`config.mk`:
```
export PLATFORM = sky130hd
export DESIGN_NAME = bcd_count_sequencer
export DESIGN_NICKNAME = d
export VERILOG_FILES = /design/src/rtl/bcd_count_sequencer.sv
export SDC_FILE = /design/constraint.sdc
export NUM_CORES = 1
export LEC_CHECK = 0
export BUFFER_PORTS_ARGS = -buffer_cell sky130_fd_sc_hd__buf_2
export CORE_ASPECT_RATIO = 1.25
export CORE_UTILIZATION = 55
export CTS_BUF_LIST = sky130_fd_sc_hd__clkbuf_4
export DETAILED_ROUTE_END_ITERATION = 8
export GPL_TIMING_DRIVEN = 1
export PLACE_DENSITY = 0.94
export SYNTH_ARGS = -nofsm -noshare
export SYNTH_HDL_FRONTEND = slang
export SYNTH_SLANG_ARGS = --single-unit
```
`constraint.sdc`:
```
create_clock -name clk -period 2.7 [get_ports clk]
set_clock_uncertainty 0.15 [all_clocks]
set_input_delay 0.135 -clock clk [delete_from_list [all_inputs] [get_ports clk]]
set_output_delay 0.135 -clock clk [all_outputs]
set_load 0.01 [all_outputs]
```
`src/rtl/bcd_count_sequencer.sv`:
```
// Run-control sequencer for a cascade of BCD digit counters: start/stop/clear
// command handling, ripple-carry digit increment, terminal-count and rollover pulses.
module bcd_count_sequencer #(
    parameter int DIGITS      = 4,
    parameter int AUTO_RELOAD = 0
) (
    input  logic                  clk,
    input  logic                  rst,
    input  logic                  start,
    input  logic                  stop,
    input  logic                  clear,
    input  logic                  tick,
    input  logic [4*DIGITS-1:0]   target,
    output logic [4*DIGITS-1:0]   count,
    output logic [1:0]            state,
    output logic                  busy,
    output logic                  done,
    output logic                  wrap
);

    typedef enum logic [1:0] {
        IDLE = 2'b00,
        RUN  = 2'b01,
        HOLD = 2'b10,
        DONE = 2'b11
    } state_t;

    state_t              cur, state_d;
    logic [4*DIGITS-1:0] cnt_q, cnt_d, inc;
    logic [DIGITS:0]     carry;
    logic                all9, hit;
    logic                done_d, wrap_d;

    // carry[i] is set when every digit below i is 9, so the whole chain updates in one edge
    always_comb begin
        carry[0] = 1'b1;
        inc      = cnt_q;
        for (int unsigned i = 0; i < DIGITS; i++) begin
            if (carry[i])
                inc[4*i +: 4] = (cnt_q[4*i +: 4] == 4'd9) ? 4'd0 : cnt_q[4*i +: 4] + 4'd1;
            carry[i+1] = carry[i] & (cnt_q[4*i +: 4] == 4'd9);
        end
        all9 = carry[DIGITS];
        hit  = (inc == target);
    end

    always_comb begin
        state_d = cur;
        cnt_d   = cnt_q;
        done_d  = 1'b0;
        wrap_d  = 1'b0;
        case (cur)
            IDLE: begin
                if (clear)      cnt_d   = '0;
                else if (start) state_d = RUN;
            end
            RUN: begin
                if (clear) begin
                    state_d = IDLE;
                    cnt_d   = '0;
                end else if (stop) begin
                    state_d = HOLD;
                end else if (tick) begin
                    wrap_d = all9;
                    cnt_d  = inc;
                    if (hit) begin
                        done_d = 1'b1;
                        if (AUTO_RELOAD != 0) cnt_d   = '0;
                        else                  state_d = DONE;
                    end
                end
            end
            HOLD: begin
                if (clear) begin
                    state_d = IDLE;
                    cnt_d   = '0;
                end else if (start) begin
                    state_d = RUN;
                end
            end
            DONE: begin
                if (clear) begin
                    state_d = IDLE;
                    cnt_d   = '0;
                end else if (start) begin
                    state_d = RUN;
                    cnt_d   = '0;
                end
            end
            default: state_d = IDLE;
        endcase
    end

    always_ff @(posedge clk or posedge rst) begin
        if (rst) begin
            cur   <= IDLE;
            cnt_q <= '0;
            busy  <= 1'b0;
            done  <= 1'b0;
            wrap  <= 1'b0;
        end else begin
            cur   <= state_d;
            cnt_q <= cnt_d;
            busy  <= (state_d == RUN);
            done  <= done_d;
            wrap  <= wrap_d;
        end
    end

    assign count = cnt_q;
    assign state = cur;

endmodule
```
==> impl_metrics.csv, run 1 <==
group,metric,value,unit
run_status,outcome,"finished clean",
sta,rsz0062_at_grt,"true",
synth,synth_top_family_by_area,"compound AO/OA/AOI/OAI gates",
global_routing,grt_max_degree,22,
worst_setup_path,cp-start-kind,"register",
worst_setup_path,rr_startpoint,"count[9]",
clock_tree,clkLatencyLatePin,330,ps
synth,syn_avg_cell_area,8.62,sq um
synth,synth.distinct_cells,58,
power,switching_share,0.284,
placed_design,place_area,2110,sq um
finish,final_nets,297,
power,seqPwrFrac,0.536,
global_routing,overflow,0,
finish,area_growth_syn_to_layout,28.0,%
placed_design,gp_congestion,0.944,
global_routing,antenna_found_initial,0,
synth,synth_ff_type,"dfrtp_1",
sta,drv_slew,0,
sta,fin_ws,109,ps
worst_setup_path,cp_max_fo,6,
routing,drt_iter0_drc,133,
routing,ant_nets,0,
floorplanning,coreArea,3000,sq um
synth,synthMuxAreaShare,0.0114,
routing,drt-wirelength-per-cell,17.0,um
synth,yosys_warnings,0,
routing,drtPass1Iterations,4,
sta,fmaxAchievable,0.386,GHz
sta,maxSlewHeadroom,0.447,
worst_setup_path,worst_setup_path_end_kind,"register",
worst_hold_path,hold_class,"in2reg",
global_routing,track_usage,0.312,
sta,tightestPinTransition,829,ps
routing,num_vias,1922,
worst_hold_path,hold_start,"target[8]",
finish,drive_gt1_frac,0.321,
placed_design,dp_slack,99.3,ps
floorplanning,die_width,52.6,um
power,peakVddDrop,0.237,mV
worst_setup_path,crit_start,"count[9]",
synth,async_flop_share,1.00,
synth,synthCells,204,
synth,synthAdderAreaFrac,0.0427,
finish,final_common_cell,"buf_2",
clock_tree,cts_buffer_depth,2,
placed_design,dpl.hpwl,3.63,mm
worst_setup_path,r2r_cells,9,
floorplanning,die_h,65.2,um
synth,syn_area,1760,sq um
routing,drc_errors,0,
global_routing,grt_pass1_vias,1710,
floorplanning,rows,22,
synth,synthTopCellsByArea,"dfrtp_1, ha_1, nand2_1",
power,power.share.clock,0.291,
flow_run,max_cap_violations,0,
synth,synth_top_area_cell,"dfrtp_1",
routing,finalWirelength,5.18,mm
power,p_comb_frac,0.173,
worst_setup_path,cp_data_required_time,2780,ps
finish,n_fill_cell,229,
clock_tree,cts_tree,"done",
finish,final_cell_mix,"buf_2, buf_4, nand2_1, dfrtp_1, nor2_1",
synth,synth_top_cell_area_share,0.299,
power,p_int,0.437,mW
sta,min_period,2590,ps
power,leakagePower,1.08,nW
sta,finalSetupViolCount,0,
floorplanning,dieArea,3430,sq um
sta,hold_viol,0,
clock_tree,ctsHtreeMaxLevel,1,
global_routing,grt_pass1_wl,7.76,mm
clock_tree,root_buffer,"clkbuf_4",
finish,antenna_cells,0,
clock_tree,clk_pin_slew_worst_paths,120,ps
synth,synthXorXnorAreaFrac,0.0548,
synth,synth_compound_area_frac,0.276,
finish,design_area,2250,sq um
worst_hold_path,holdPathStages,4,
sta,period_share,0.960,
synth,synth_seq_cells,21,
power,switchingPower,0.174,mW
clock_tree,cts_buffers,3,
sta,timing.hold.ws,81.4,ps
floorplanning,ioPinCount,43,
worst_setup_path,arrival,2670,ps
synth,synth_edf_count,0,
clock_tree,clock-sinks,21,
synth,synth-simple-area-share,0.260,
placed_design,port-buffer-count,42,
synth,yosysSeqAreaShare,0.299,
floorplanning,initial_core_util,0.586,
power,p_per_area,271,nW/um^2
routing,avgViaCountPerCell,6.32,
synth,synth_fp_nets,232,
worst_setup_path,path_class,"reg2reg",
## path summary, 6_finish.rpt
kind / end / slack [ps]
max: busy / 110
min: done / 80
max reg2reg: busy / 110
min reg2reg: state[1] / 460
max in group asynchronous: count[3] / 1500
min in group asynchronous: count[6] / 350
## layer usage
| metal | GRT usage | vias to the layer above | share of wire |
|---|---|---|---|
| met3 | 0.0440 | 16 | 0.066 |
| met2 | 0.506 | 97 | 0.49 |
| li1 | - | 900 | - |
| met5 | 0 | - | 0 |
| met4 | 0.145 | 0 | 0.029 |
| met1 | 0.400 | 909 | 0.41 |
## sequential cells by signal, summed over array words and instances (netlist names)
name	count
count	16
wrap	1
busy	1
state	2
done	1
## cell usage after synthesis, drive strengths merged, types with 2 or more instances
library cell,instances
nand2b,5
clkbuf,4
a31oi,3
a32o,2
o221ai,2
nand3,5
inv,12
nor3b,2
nand3b,4
xnor2,7
or3,2
nand2,20
a21o,4
a2111oi,3
xor2,4
o41ai,4
a22o,6
buf,6
nor2,17
o31ai,3
nor3,4
dfrtp,21
ha,6
nor4,4
mux2i,2
o21ai,14
nand4,2
a21oi,9
and2,2
and3b,4
nor4b,2
## cell families (layout without fill, tap and decap cells)
logic type                 after synthesis  count (layout)
DFF                                     21              21
buffers and inverters                   22              86
AOI/OAI and AO/OA                       64              64
and+or+nand+nor                         78              78
xor gates and xnor gates                11              11
adders and majority gates                6               6
muxes                                    2               2
## worst max-delay path, cell delays in order, from the launching register on
cell,delay (ps)
dfrtp_1,420
inv_2,60
ha_2,160
nand3b_1,190
nor3_4,290
a21oi_2,100
or3_1,370
a2111oi_2,290
nand4_1,210
a32o_1,250
## power by group through the flow
| stage | sequential [mW] | combinational [mW] | clock, mW |
|---|---|---|---|
| 2_1_floorplan | 0.334 | 0.0548 | 0 |
| 3_5_place_dp | 0.333 | 0.0981 | 0 |
| 6_report | 0.327 | 0.106 | 0.178 |
| 4_1_cts | 0.327 | 0.104 | 0.179 |
| 5_1_grt | 0.328 | 0.116 | 0.193 |
| 3_3_place_gp | 0.333 | 0.0956 | 0 |
## metrics by stage
step / total power, mW / cells / setup TNS [ps] / utilization
after global routing: 0.637 / 304 / -37.8 / 0.750
after CTS: 0.610 / 301 / 0 / 0.730
after global placement: 0.428 / 292 / 0 / 0.703
final: 0.611 / 304 / 0 / 0.750
after detailed placement: 0.431 / 292 / 0 / 0.703
after floorplan: 0.388 / 204 / 0 / -
## area by class of cell
cell class              instances  area [sq um]  share of cell area
multi-input cells             161          1170               0.520
flip-flops and latches         21           527               0.234
repair buffers                 70           433               0.192
inverters                      12          45.0              0.0200
well taps                      36          45.0              0.0200
clock buffers                   4          30.0              0.0133
## repair_timing
item,CTS,global route
endpoints found under the setup margin,0,3
gates resized for setup,0,10
buffers inserted,0,3
hold buffers,5,0
hold endpoints to repair,25,0
Note: power is estimated with default switching activity, not from simulation.
==> run 2: changes to the inputs <==
--- a/config.mk
+++ b/config.mk
@@ -11,6 +11,7 @@
 export CTS_BUF_LIST = sky130_fd_sc_hd__clkbuf_4
 export DETAILED_ROUTE_END_ITERATION = 8
 export GPL_TIMING_DRIVEN = 1
+export MAX_ROUTING_LAYER = met4
 export PLACE_DENSITY = 0.94
 export SYNTH_ARGS = -nofsm -noshare
 export SYNTH_HDL_FRONTEND = slang
==> run 2 against run 1 <==
Effect of this change:
- clock power is 9% lower
- maximum frequency is 3.2% lower
- sequential share of layout area is 0.14 points higher
- hold slack better by 37 ps
- non-clock buffer count is 3 lower
- register-to-register slack worse by 90 ps
- critical path type unchanged
- final area is 0.61% lower
- via count is 3.6% lower
- utilization is 0.46 points lower
- global-route usage is 1.2 points higher
- critical path depth stayed put
==> impl_metrics.csv, run 2 (synthesis results as in run 1) <==
group,metric,value,unit
worst_setup_path,r2r_cells,9,
clock_tree,root_buffer,"clkbuf_4",
worst_setup_path,r2r_slack,20,ps
global_routing,antenna_found_initial,0,
finish,final_cell_mix,"buf_2, nand2_1, dfrtp_1, buf_4, nor2_1",
power,finalPower,0.597,mW
worst_setup_path,cp_data_required_time,2770,ps
global_routing,grt_max_degree,22,
floorplanning,die_h,65.2,um
placed_design,gp_congestion,0.969,
global_routing,overflow,0,
floorplanning,rows,22,
sta,min_period,2680,ps
floorplanning,dieArea,3430,sq um
sta,hold_viol,0,
power,peakVddDrop,0.221,mV
worst_hold_path,hold_class,"in2reg",
floorplanning,ioPinCount,43,
routing,ant_nets,0,
worst_setup_path,rr_startpoint,"count[9]",
placed_design,dpl.hpwl,3.55,mm
floorplanning,die_width,52.6,um
routing,drt-wirelength-per-cell,16.2,um
sta,period_share,0.992,
finish,antenna_cells,0,
sta,drv_slew,0,
worst_setup_path,cp_max_fo,5,
routing,finalWirelength,4.89,mm
sta,fmaxAchievable,0.374,GHz
finish,final_common_cell,"buf_2",
finish,final_nets,294,
routing,drc_errors,0,
clock_tree,clock-sinks,21,
placed_design,port-buffer-count,42,
clock_tree,ctsHtreeMaxLevel,1,
floorplanning,initial_core_util,0.586,
routing,drt_iter0_drc,136,
worst_setup_path,crit_start,"count[9]",
finish,post-route-util,0.746,
flow_run,max_cap_violations,0,
power,p_per_area,267,nW/um^2
clock_tree,cts_buffers,3,
sta,tightestPinTransition,838,ps
clock_tree,cts_buffer_depth,2,
worst_setup_path,path_class,"reg2reg",
routing,num_vias,1853,
worst_setup_path,cp-start-kind,"register",
floorplanning,coreArea,3000,sq um
finish,drive_gt1_frac,0.309,
global_routing,grt_pass1_vias,1835,
global_routing,grt_pass1_wl,8.10,mm
finish,area_growth_syn_to_layout,27.3,%
routing,drtPass1Iterations,4,
run_status,outcome,"finished clean",
clock_tree,clk_pin_slew_worst_paths,130,ps
global_routing,track_usage,0.324,
sta,maxSlewHeadroom,0.441,
power,leakagePower,1.07,nW
worst_setup_path,arrival,2750,ps
worst_setup_path,rr_endpoint,"busy",
worst_setup_path,worst_setup_path_end_kind,"register",
finish,largest_reg_flops,16,
routing,avgViaCountPerCell,6.16,
sta,finalSetupViolCount,0,
clock_tree,clkLatencyLatePin,320,ps
sta,rsz0062_at_grt,"true",
worst_setup_path,critical_path.endpoint,"busy",
clock_tree,cts_tree,"done",
worst_hold_path,hold_start,"target[8]",
[run 2: worst min-delay path by stage]
stage | to | slack, ps | cells past startpoint
2_1_floorplan | busy | -40 | 1
3_3_place_gp | count[1] | 180 | 2
3_5_place_dp | count[1] | 190 | 2
4_1_cts | done | 100 | 4
5_1_grt | done | 120 | 4
6_report | done | 120 | 4
[run 2: power breakdown]
| part | internal (mW) | switching [mW] | leakage (nW) |
|---|---|---|---|
| Clock | 0.0555 | 0.106 | 0.0177 |
| Sequential | 0.320 | 0.00599 | 0.289 |
| Combinational | 0.0497 | 0.0598 | 0.761 |
[run 2: area by class of cell]
cell class	instances	area, sq um
inverter	12	45.0
timing repair buffer	67	410
tap	36	45.0
clock buffer	3	22.5
fill	228	763
clock inverter	1	5.00
sequential	21	527
multi-input combinational	161	1180
[run 2: timing repair]
| action | in CTS | in global routing |
|---|---|---|
| resized for setup | 0 | 11 |
| hold buffers | 5 | 0 |
| buffers inserted | 0 | 1 |
| setup endpoints to repair | 0 | 3 |
| endpoints found under the hold margin | 25 | 0 |
[run 2: worst max-delay path, cell delays in order, from the launching register on]
cell       delay, ps
dfrtp_1          410
inv_2             80
ha_4             130
nand3b_1         220
nor3_4           290
a21oi_2           90
or3_4            380
a2111oi_4        330
nand4_1          230
a32o_1           270
[run 2: per-layer routing]
metal  wire, um  GRT usage  share of wire  vias up
li1           -          -              -      887
met1       2030      0.403           0.42      864
met2       2470      0.519           0.51       95
met3        313     0.0301          0.064        7
met4         65      0.155          0.013        0
met5          0          -              0        -
[run 2: per-stage QoR]
stage / area, sq um / instances / setup WS, ps / hold slack [ps] / TNS (ps)
global route: 2240 / 301 / -54.6 / 119 / -102
finish: 2240 / 301 / 22.9 / 118 / 0
floorplan: 1760 / 204 / 123 / -38.5 / 0
detailed placement: 2100 / 291 / 72.0 / 187 / 0
global placement: 2100 / 291 / 157 / 177 / 0
CTS: 2180 / 300 / 63.7 / 98.8 / 0
==> run 3: changes to the inputs <==
--- a/config.mk
+++ b/config.mk
@@ -7,12 +7,12 @@
 export LEC_CHECK = 0
 export BUFFER_PORTS_ARGS = -buffer_cell sky130_fd_sc_hd__buf_2
 export CORE_ASPECT_RATIO = 1.25
-export CORE_UTILIZATION = 55
+export CORE_UTILIZATION = 45
 export CTS_BUF_LIST = sky130_fd_sc_hd__clkbuf_4
 export DETAILED_ROUTE_END_ITERATION = 8
 export GPL_TIMING_DRIVEN = 1
 export MAX_ROUTING_LAYER = met4
-export PLACE_DENSITY = 0.94
+export PLACE_DENSITY = 0.81
 export SYNTH_ARGS = -nofsm -noshare
 export SYNTH_HDL_FRONTEND = slang
 export SYNTH_SLANG_ARGS = --single-unit
==> run 3 against run 2 <==
Effect of this change:
- the flow now finishes with violations (DRC)
- wire length fell by 4.1%
- cell count rose by 1.7%
- global-route usage fell by 8.0 points
- register-to-register slack improved by 30 ps
- flip-flop and latch count did not move
- maximum frequency rose by 1.0%
- first-iteration DRC count fell by 50%
- setup slack improved by 26 ps
- count of clock-buffer cells in the layout did not move
- critical path depth did not move
- critical path type unchanged
- largest power group unchanged
==> impl_metrics.csv, run 3 (synthesis results as in run 1) <==
group,metric,value,unit
worst_setup_path,cp_max_fo,4,
floorplanning,ioPinCount,43,
worst_hold_path,hold_start,"target[8]",
worst_setup_path,rr_startpoint,"count[9]",
floorplanning,rows,25,
floorplanning,initial_core_util,0.468,
worst_setup_path,path_class,"reg2reg",
finish,largest_reg_flops,16,
routing,drt_iter0_drc,68,
sta,tightestPinTransition,1050,ps
routing,drc_errors,2,
placed_design,placed_cells_incl_taps,293,
power,peakVddDrop,0.145,mV
run_status,outcome,"complete, but fails checks",
global_routing,grt_pass1_vias,1640,
sta,rsz0062_at_grt,"true",
floorplanning,die_h,71.9,um
worst_setup_path,slowest_delay,430,ps
sta,min_period,2650,ps
routing,avgViaCountPerCell,5.86,
floorplanning,die_width,57.9,um
worst_setup_path,rr_endpoint,"state[1]",
global_routing,grt_util_met2,0.393,
worst_hold_path,hold_class,"in2reg",
clock_tree,ctsHtreeMaxLevel,1,
routing,num_vias,1794,
finish,final_common_cell,"buf_2",
worst_setup_path,cp_slowest_cell,"dfrtp_1",
worst_setup_path,worst_setup_path_end_kind,"register",
placed_design,dpl.hpwl,3.43,mm
routing,drt-wirelength-per-cell,15.3,um
worst_setup_path,cp_data_required_time,2760,ps
power,switching_share,0.287,
clock_tree,clock-sinks,21,
finish,layout.cells.non_filler,306,
sta,maxSlewHeadroom,0.297,
floorplanning,coreArea,3750,sq um
global_routing,track_usage,0.244,
finish,final_cell_mix,"buf_2, dfrtp_1, buf_4",
finish,final_nets,295,
sta,timing.hold.ws,115,ps
placed_design,gp_congestion,0.832,
global_routing,grt_use_met1,0.330,
power,power.share.clock,0.272,
power,p_per_area,266,nW/um^2
worst_setup_path,arrival,2710,ps
clock_tree,root_buffer,"clkbuf_4",
placed_design,port-buffer-count,42,
routing,finalWirelength,4.69,mm
clock_tree,clk_pin_slew_worst_paths,130,ps
sta,period_share,0.982,
routing,drtPass1Iterations,6,
worst_setup_path,cp-start-kind,"register",
global_routing,grt_pass1_wl,7.76,mm
power,p_comb_frac,0.180,
clock_tree,clkLatencyLatePin,310,ps
flow_run,max_cap_violations,0,
worst_setup_path,r2r_slack,50,ps
sta,fmaxAchievable,0.377,GHz
finish,drive_gt1_frac,0.305,
finish,antenna_cells,0,
global_routing,antenna_found_initial,0,
global_routing,grt_max_degree,22,
finish,area_growth_syn_to_layout,27.0,%
sta,drv_slew,0,
worst_setup_path,r2r_cells,9,
power,switchingPower,0.170,mW
floorplanning,dieArea,4160,sq um
clock_tree,cts_buffers,3,
run_status,violations,"DRC",
power,p_int,0.424,mW
global_routing,use_met3,0.0162,
worst_hold_path,min_to,"done",
sta,hold_viol,0,
routing,ant_nets,0,
global_routing,overflow,0,
global_routing,busiest_layer,"met2",
clock_tree,cts_buffer_depth,2,
worst_hold_path,holdPathStages,4,
worst_setup_path,crit_path_cell_trace,"inv_1 > ha_1 > nand3b_1 > nor3_4 > a21oi_2 > or3_4 > a2111oi_4 > nand4_1 > o41ai_2",
sta,finalSetupViolCount,0,
clock_tree,cts_tree,"done",
power,seqPwrFrac,0.547,
power,leakagePower,1.03,nW
[run 3: final cells by class]
| class | instances | area (sq um) |
|---|---|---|
| clock buffers | 3 | 22.5 |
| multi-input cells | 161 | 1170 |
| inverters | 12 | 45.0 |
| flip-flops and latches | 21 | 526 |
| fillers | 321 | 1520 |
| clock inverters | 1 | 5.00 |
| repair buffers | 68 | 418 |
| well taps | 40 | 50.0 |
[run 3: timing repair]
action | 4_1_cts | 5_1_grt
gates resized for setup | 0 | 8
endpoints found under the hold margin | 25 | 0
endpoints found under the setup margin | 0 | 3
hold buffers | 5 | 0
setup buffers | 0 | 4
[run 3: how the worst max path moves through the flow]
stage,from,to,slack (ps),cells past startpoint
2_1_floorplan,count[4],busy,120,8
3_3_place_gp,count[5],busy,80,9
3_5_place_dp,count[9],busy,20,9
4_1_cts,count[5],busy,10,9
5_1_grt,count[9],busy,-80,9
6_report,count[9],state[1],50,9
[run 3: critical path, delay by kind of cell, from the launching register on]
family | cells | cell delay [ps]
simple gates | 4 | 1100
compound gates | 3 | 650
flops | 1 | 430
fa+ha+maj | 1 | 150
buf+inv | 1 | 80
[run 3: power by group through the flow]
stage          logic, mW  clock network, mW  registers [mW]
4_1_cts            0.105              0.164           0.325
3_5_place_dp      0.0983                  0           0.331
5_1_grt            0.119              0.179           0.326
3_3_place_gp      0.0966                  0           0.331
6_report           0.107              0.162           0.325
2_1_floorplan     0.0548                  0           0.334
[run 3: metrics by stage]
| step | setup slack (ps) | area, sq um | TNS, ps | util | total power, mW |
|---|---|---|---|---|---|
| after floorplan | 123 | 1760 | 0 | - | 0.388 |
| after global placement | 80.1 | 2090 | 0 | 0.557 | 0.428 |
| after detailed placement | 23.5 | 2090 | 0 | 0.557 | 0.430 |
| after CTS | 12.4 | 2170 | 0 | 0.578 | 0.594 |
| after global routing | -80.4 | 2230 | -170 | 0.595 | 0.625 |
| final | 49.3 | 2230 | 0 | 0.595 | 0.595 |
[run 3: routing by layer]
layer  routed length [um]  vias to the layer above
li1                     -                      898
met1                 2130                      839
met2                 2340                       52
met3                  166                        5
met4                   51                        0
met5                    0                        -
